**src/rtl/aibcr3aux_osc_freqmeas.sv**
```systemverilog
// AUX oscillator frequency checker: counts synchronized rising edges of the divide-by-16
// monitor clock over a programmable window of reference cycles, then grades against limits.
module aibcr3aux_osc_freqmeas #(
  parameter int WIN_W       = 16,
  parameter int CNT_W       = 16,
  parameter int SYNC_STAGES = 2
) (
  input  logic             clkin,
  input  logic             irstb,
  input  logic             iosc_mon,
  input  logic             istart,
  input  logic             iabort,
  input  logic [WIN_W-1:0] iwin,
  input  logic [CNT_W-1:0] icnt_min,
  input  logic [CNT_W-1:0] icnt_max,
  output logic [CNT_W-1:0] ocnt,
  output logic             obusy,
  output logic             odone,
  output logic             opass,
  output logic             ofail_lo,
  output logic             ofail_hi
);

  localparam int ARM_W = $clog2(SYNC_STAGES + 1);

  typedef enum logic [2:0] {
    S_IDLE,
    S_ARM,
    S_COUNT,
    S_CHECK,
    S_DONE
  } state_t;

  state_t                 r_state;
  logic [1:0]             r_rst_sync;
  logic                   w_rst_n;
  logic [SYNC_STAGES-1:0] r_sync;
  logic                   r_edge;
  logic                   w_rise;
  logic [WIN_W-1:0]       r_win;
  logic [ARM_W-1:0]       r_arm_cnt;
  logic [CNT_W-1:0]       r_edge_cnt;
  logic                   w_lo;
  logic                   w_hi;

  // Reset asserts asynchronously but releases on a clkin edge.
  always_ff @(posedge clkin or negedge irstb) begin
    if (!irstb) begin
      r_rst_sync <= '0;
    end else begin
      r_rst_sync <= {r_rst_sync[0], 1'b1};
    end
  end

  assign w_rst_n = r_rst_sync[1];

  always_ff @(posedge clkin or negedge w_rst_n) begin
    if (!w_rst_n) begin
      r_sync <= '0;
      r_edge <= 1'b0;
    end else begin
      r_sync <= {r_sync[SYNC_STAGES-2:0], iosc_mon};
      r_edge <= r_sync[SYNC_STAGES-1];
    end
  end

  assign w_rise = r_sync[SYNC_STAGES-1] & ~r_edge;

  // When min > max, a count below min reports low, anything else reports high.
  always_comb begin
    w_lo = 1'b0;
    w_hi = 1'b0;
    if (r_edge_cnt < icnt_min) begin
      w_lo = 1'b1;
    end else if (r_edge_cnt > icnt_max) begin
      w_hi = 1'b1;
    end
  end

  always_ff @(posedge clkin or negedge w_rst_n) begin
    if (!w_rst_n) begin
      r_state    <= S_IDLE;
      r_win      <= '0;
      r_arm_cnt  <= '0;
      r_edge_cnt <= '0;
      ocnt       <= '0;
      obusy      <= 1'b0;
      odone      <= 1'b0;
      opass      <= 1'b0;
      ofail_lo   <= 1'b0;
      ofail_hi   <= 1'b0;
    end else if (iabort) begin
      r_state  <= S_IDLE;
      obusy    <= 1'b0;
      odone    <= 1'b0;
      opass    <= 1'b0;
      ofail_lo <= 1'b0;
      ofail_hi <= 1'b0;
    end else begin
      case (r_state)
        S_IDLE, S_DONE: begin
          if (istart) begin
            r_state    <= S_ARM;
            r_win      <= iwin;
            r_arm_cnt  <= ARM_W'(SYNC_STAGES);
            r_edge_cnt <= '0;
            obusy      <= 1'b1;
            odone      <= 1'b0;
            opass      <= 1'b0;
            ofail_lo   <= 1'b0;
            ofail_hi   <= 1'b0;
          end
        end
        S_ARM: begin
          if (r_arm_cnt == '0) begin
            r_state <= (r_win == '0) ? S_CHECK : S_COUNT;
          end else begin
            r_arm_cnt <= r_arm_cnt - ARM_W'(1);
          end
        end
        S_COUNT: begin
          if (w_rise && (r_edge_cnt != '1)) begin
            r_edge_cnt <= r_edge_cnt + CNT_W'(1);
          end
          r_win <= r_win - WIN_W'(1);
          if (r_win == WIN_W'(1)) begin
            r_state <= S_CHECK;
          end
        end
        S_CHECK: begin
          ocnt     <= r_edge_cnt;
          ofail_lo <= w_lo;
          ofail_hi <= w_hi;
          opass    <= ~w_lo & ~w_hi;
          obusy    <= 1'b0;
          odone    <= 1'b1;
          r_state  <= S_DONE;
        end
        default: begin
          r_state <= S_IDLE;
          obusy   <= 1'b0;
        end
      endcase
    end
  end

endmodule
```
**config.mk**
```make
export PLATFORM = sky130hd
export DESIGN_NAME = aibcr3aux_osc_freqmeas
export DESIGN_NICKNAME = d
export VERILOG_FILES = /design/src/rtl/aibcr3aux_osc_freqmeas.sv
export SDC_FILE = /design/constraint.sdc
export NUM_CORES = 1
export LEC_CHECK = 0
export BUFFER_PORTS_ARGS = -buffer_cell sky130_fd_sc_hd__buf_2
export CORE_MARGIN = 5
export CORE_UTILIZATION = 30
export DETAILED_ROUTE_END_ITERATION = 6
export SYNTH_ARGS = -nofsm -noshare
export SYNTH_HDL_FRONTEND = slang
export SYNTH_SLANG_ARGS = --single-unit
```
**constraint.sdc**
```tcl
create_clock -name clkin -period 2.2 [get_ports clkin]
set_input_delay 0 -clock clkin [delete_from_list [all_inputs] [get_ports clkin]]
set_output_delay 0 -clock clkin [all_outputs]
set_load 0.03 [all_outputs]
```
**Word-level counts from Yosys, hierarchy flattened**

Index checks and enable logic that the tools add are counted.

- Flip-flop bits (word level): 63
- Input port bits: 53
- Output and inout port bits: 21
- Word-level logic and storage cells: 82

- Add/subtract/negate cells: 3
- $lt $le $gt $ge: 2
- Eq/ne operators: 13
- Muxes and demuxes: 29
- Bitwise logic cells: 6
- Reduce and logical (&&, ||, !) cells: 16

Operators by type and width:

| kind | number |
|---|---|
| 16-bit one-hot mux with 2 select lines | 2 |
| 16-bit 2-to-1 mux | 3 |
| 16-bit by 1-bit adder with 16-bit output, second input constant | 1 |
| 16-bit by 1-bit equality test with 1-bit output, second input constant | 1 |
| 16-bit > comparator | 1 |
| 16-bit logical NOT | 1 |
| 16-bit < comparator | 1 |
| 16-bit != test, second input constant | 1 |
| 16-bit by 1-bit subtractor with 16-bit output, second input constant | 1 |
| 3-bit 2-to-1 mux | 4 |
| 3-bit one-hot mux with 4 select lines | 1 |
| 1-bit 2-to-1 mux | 11 |
| 1-bit one-hot mux with 2 select lines | 5 |
| 3-bit != test, second input constant | 3 |
| 4-bit AND reduction | 2 |
| 3-bit by 2-bit equality test with 1-bit output, second input constant | 2 |
| 2-bit != test, second input constant | 3 |
| 2-bit AND reduction | 3 |
| 3-bit AND reduction | 2 |
| 2-bit 2-to-1 mux | 2 |
| 1-bit inverter | 4 |
| 2-bit one-hot mux with 2 select lines | 1 |
| 2-bit nonzero test | 2 |
| 2-bit OR reduction | 2 |
| other kinds (9) | 10 |

**Logic depth before layout (Yosys ltp)**

- Depth in word-level cells: 7
- Mapped depth: 8
- Gate-level depth less buffers: 8

**Worst setup path before layout**

OpenSTA, ideal clock, no wires.

- Path type: reg-to-reg
- Start: register r_win[6]
- End: register r_win[15]
- Setup time: 0.130 ns
- Arrival: 1.726 ns
- Required time: 2.070 ns
- Slack: 0.345 ns
- Stages on the path, launching flop included: 7
- Path buffers: 0
- Period minus slack after synthesis: 1.855 ns
- Cell sequence: dfrtp_1 or3_4 or3_4 or2_4 o21a_1 o21ai_2 o21ai_1

- Longest elaborated chain between the ends: 2

RTL lines:

| element | line | source |
|---|---|---|
| start: declaration | 40 | `logic [WIN_W-1:0] r_win;` |
| start signal: assignment | 104 | `r_win <= iwin;` |
| start signal: assignment | 125 | `r_win <= r_win - WIN_W'(1);` |
| 16-bit by 1-bit subtractor with 16-bit output | 125 |  |
| 16-bit one-hot mux with 2 select lines | 100 | `case (r_state)` |

No other way between the ends.
A chain may end at the register's enable or synchronous reset.

**Final worst setup path**

- Start: register r_win[6]
- End: register r_win[13]

Same word-level chain as after synthesis.

==> out/results.tsv <==
metric	value	unit
status	complete, no violations	
M2 GR Usage	0.227	
hold worst-path end	r_win[14]	
biggest cell delay along the critical path	0.40	ns
CTS max path bufs	2	
Critical Path RT	2.39	ns
Avg Inst Size Synth	9.20	µm²
Post-synth ARST share	1.00	
Post-Synthesis Cells	415	
CP Launch Type	flip-flop	
Clock transition at path regs	0.05	ns
Synth-to-Final Area Change	27.3	%
mapped cell area	3820	µm²
share of the yosys chip area belonging to registers	0.413	
Most common cell on crit path	or3_4	
slowest library cell on the worst path	dfrtp_1	
Max Slew Vio Count	0	
Clock Latency Late Sink	0.32	ns
Max Cap Viol	0	
Setup WS pre-CTS	0.204	ns
EDFF count, synth	0	
Internal Dissipation	2.37	mW
power density cells	683	nW/µm²
Main synth FF type	dfrtp_1	
Hold Crit Depth	3	
num ports	74	
DIE AREA	15100	µm²
fin area	4860	µm²
Detailed Route Iter0 Violations	124	
final critical-path share of the clock period	0.889	
r2r startpoint	r_win[6]	
CTS Buf Count	9	
overall power	3.32	mW
RD Place Congestion	0.860	
Sw Ratio	0.285	
power share of the clock group	0.385	
NetSw	946	µW
register area	1580	µm²
minimum clock period	1.96	ns
first-pass GRT wire length	16.0	mm
Antenna Nets Post-Route	0	
Flop pwr share	0.433	
Synth Register Bits	63	
initial antenna violation count	0	
Logic pwr share	0.182	
RR Endpoint	r_win[13]	
clock skew	0.00862	ns
core area	12600	µm²
grt met3 use	0.0396	
critical path, cell by cell	or3_4, or3_4, nor3_1, nand3_1, o21ai_0, a21oi_2	
ANT cells	0	
GR peak layer	met2	
combined area of the multi-input logic cells	2040	µm²
Highest Clock Rate	0.511	GHz
final setup vio count	0	
delay-heaviest family, CP	simple AND/OR/NAND/NOR gates	
largest net degree at the start of global routing	62	
clk sinks	63	
RSZ-0062 raised after global routing	no	
H-tree levels	3	
final routed DRC violation total	0	
Cell Rows	41	
Syn Nets	504	
Worst Hold Launch	iwin[14]	
endpoint class of the critical path	flip-flop	
vias in the first global route	3331	
CTS tree	built	
final core occ	0.387	
GR Layer Usage met1	0.175	
die width	123	µm
Yosys warnings	0	
via count	3292	
placed insts	657	
GR Overflow Total	0	
fill count	1269	
IO Port Bufs	73	
Leakage	2.45	nW
Vias/cell	4.80	
worst hold margin	0.0196	ns
worst endpoint data arrival time	2.15	ns
hpwl dp	7.17	mm
WP buf/inv	0	
initial core utilization	0.304	
worst-path maximum fanout	5	
wirelength, routed	9.67	mm
Hold Vio Cnt, Final	0	
height of the die	123	µm
min-delay worst type	input port to flip-flop	
share of cells above drive strength 1	0.245	
cell area after placement	4440	µm²
Tot GR Track Use	0.136	
TritonRoute pass-1 iters	4	
Unique masters post-synth	50	
Layout Nets	600	
fin cells	686	
Max VDD drop	0.000410	V
Worst R2R Setup Slack	0.24	ns
clock root buffer	clkbuf_16	
CP Class	flip-flop to flip-flop	
Reg2Reg Depth	6	
Post-Route Setup TNS	0	ns
routed len/inst	14.1	µm
fin worst setup slack	0.243	ns
[cell usage after synthesis, types with 2 or more instances]
master    instances  area [µm²]
a211oi_1          2        15.0
a21boi_0          2        15.0
a21o_1            2        15.0
a21oi_1          34         170
a21oi_2           2        17.5
a22oi_1           4        30.0
a31oi_1           3        18.8
and3_1            5        31.3
buf_2             4        20.0
clkbuf_1          8        30.0
dfrtp_1          63        1580
ha_1             36         450
inv_1            39         146
mux2_2           16         180
nand2_1          24        90.1
nand2b_1          3        18.8
nand3_1          16        80.1
nand3b_1          2        15.0
nand4_1          16         100
nor2_1           40         150
nor2b_1           5        31.3
nor3_1           11        55.1
nor3b_1           2        15.0
nor4_1            4        25.0
o211ai_1          3        22.5
o21a_1            2        15.0
o21ai_0          29         145
o21ai_1           2        10.0
or3_4             2        22.5
xor2_1           14         123
[worst max-delay path by stage]
stage,depth (start not counted),slack (ns),startpoint,endpoint
6_report,6,0.24,r_win[6],r_win[13]
3_3_place_gp,7,0.25,r_edge_cnt[1],r_edge_cnt[11]
2_1_floorplan,0,0.32,r_rst_sync[1],obusy
3_5_place_dp,7,0.20,r_edge_cnt[1],r_edge_cnt[15]
5_1_grt,6,0.02,r_state[0],r_edge_cnt[11]
4_1_cts,7,0.19,r_edge_cnt[1],r_edge_cnt[15]
[worst min-delay path: cells and delay by family]
family          cells  cell delay [ns]
buf+inv             1             0.08
compound gates      2             0.21
[logic make-up (layout without fill, tap and decap cells)]
| family | count (synthesis) | after routing | synth area share |
|---|---|---|---|
| AOI/OAI and AO/OA | 94 | 94 | 0.148 |
| buffers and inverters | 53 | 152 | 0.0544 |
| xor gates and xnor gates | 14 | 14 | 0.0321 |
| other | 1 | 1 | 0.000983 |
| DFF | 63 | 63 | 0.413 |
| muxes | 17 | 17 | 0.0498 |
| and+or+nand+nor | 137 | 137 | 0.184 |
| adders and majority gates | 36 | 36 | 0.118 |
[cell type report]
cell class	count	share of cell area
multi-input cells	299	0.421
flip-flops and latches	63	0.325
repair buffers	99	0.126
clock buffers	13	0.0536
well taps	172	0.0443
inverters	39	0.0301
clock inverters	1	0.00103
[registers in the layout, summed over array words and instances (netlist names)]
name and count:
ocnt 16, r_win 16, r_sync 2, opass 1, r_edge_cnt 16, r_rst_sync 2, ofail_lo 1, obusy 1
r_edge 1, odone 1, r_state 3, ofail_hi 1, r_arm_cnt 2
[power groups by stage]
stage / registers [mW] / clock network [mW] / logic, mW
after floorplan: 1.44 / 0 / 0.393
after global placement: 1.44 / 0 / 0.563
after detailed placement: 1.45 / 0 / 0.590
after CTS: 1.43 / 1.33 / 0.613
after global routing: 1.46 / 1.39 / 0.690
final: 1.44 / 1.28 / 0.604
[what timing repair did]
action,in CTS,in global routing
hold buffers,15,0
hold endpoints to repair,16,0
setup endpoints to repair,0,6
resized for setup,0,1
setup buffers,0,0
[per-layer routing]
layer,vias to the layer above,wire (µm)
li1,1662,-
met1,1553,4390
met5,-,0
met3,6,542
met4,0,53
met2,71,4690
[cell usage in the layout, fill, tap and decap left out, types with 3 or more instances in the layout]
cell type / n
nor2b_1: 5
xor2_1: 14
dlygate4sd3_1: 15
inv_1: 39
nand2_1: 24
nor3_1: 11
clkbuf_16: 9
a22oi_1: 4
nor2_1: 40
a21oi_1: 34
o21ai_1: 3
dfrtp_1: 62
buf_4: 10
a31oi_1: 3
nor4_1: 3
nand3_1: 16
ha_1: 36
o211ai_1: 3
mux2_2: 16
and3_1: 5
o21ai_0: 28
buf_2: 73
nand4_1: 16
nand2b_1: 3
(Power assumes the default switching activity.)
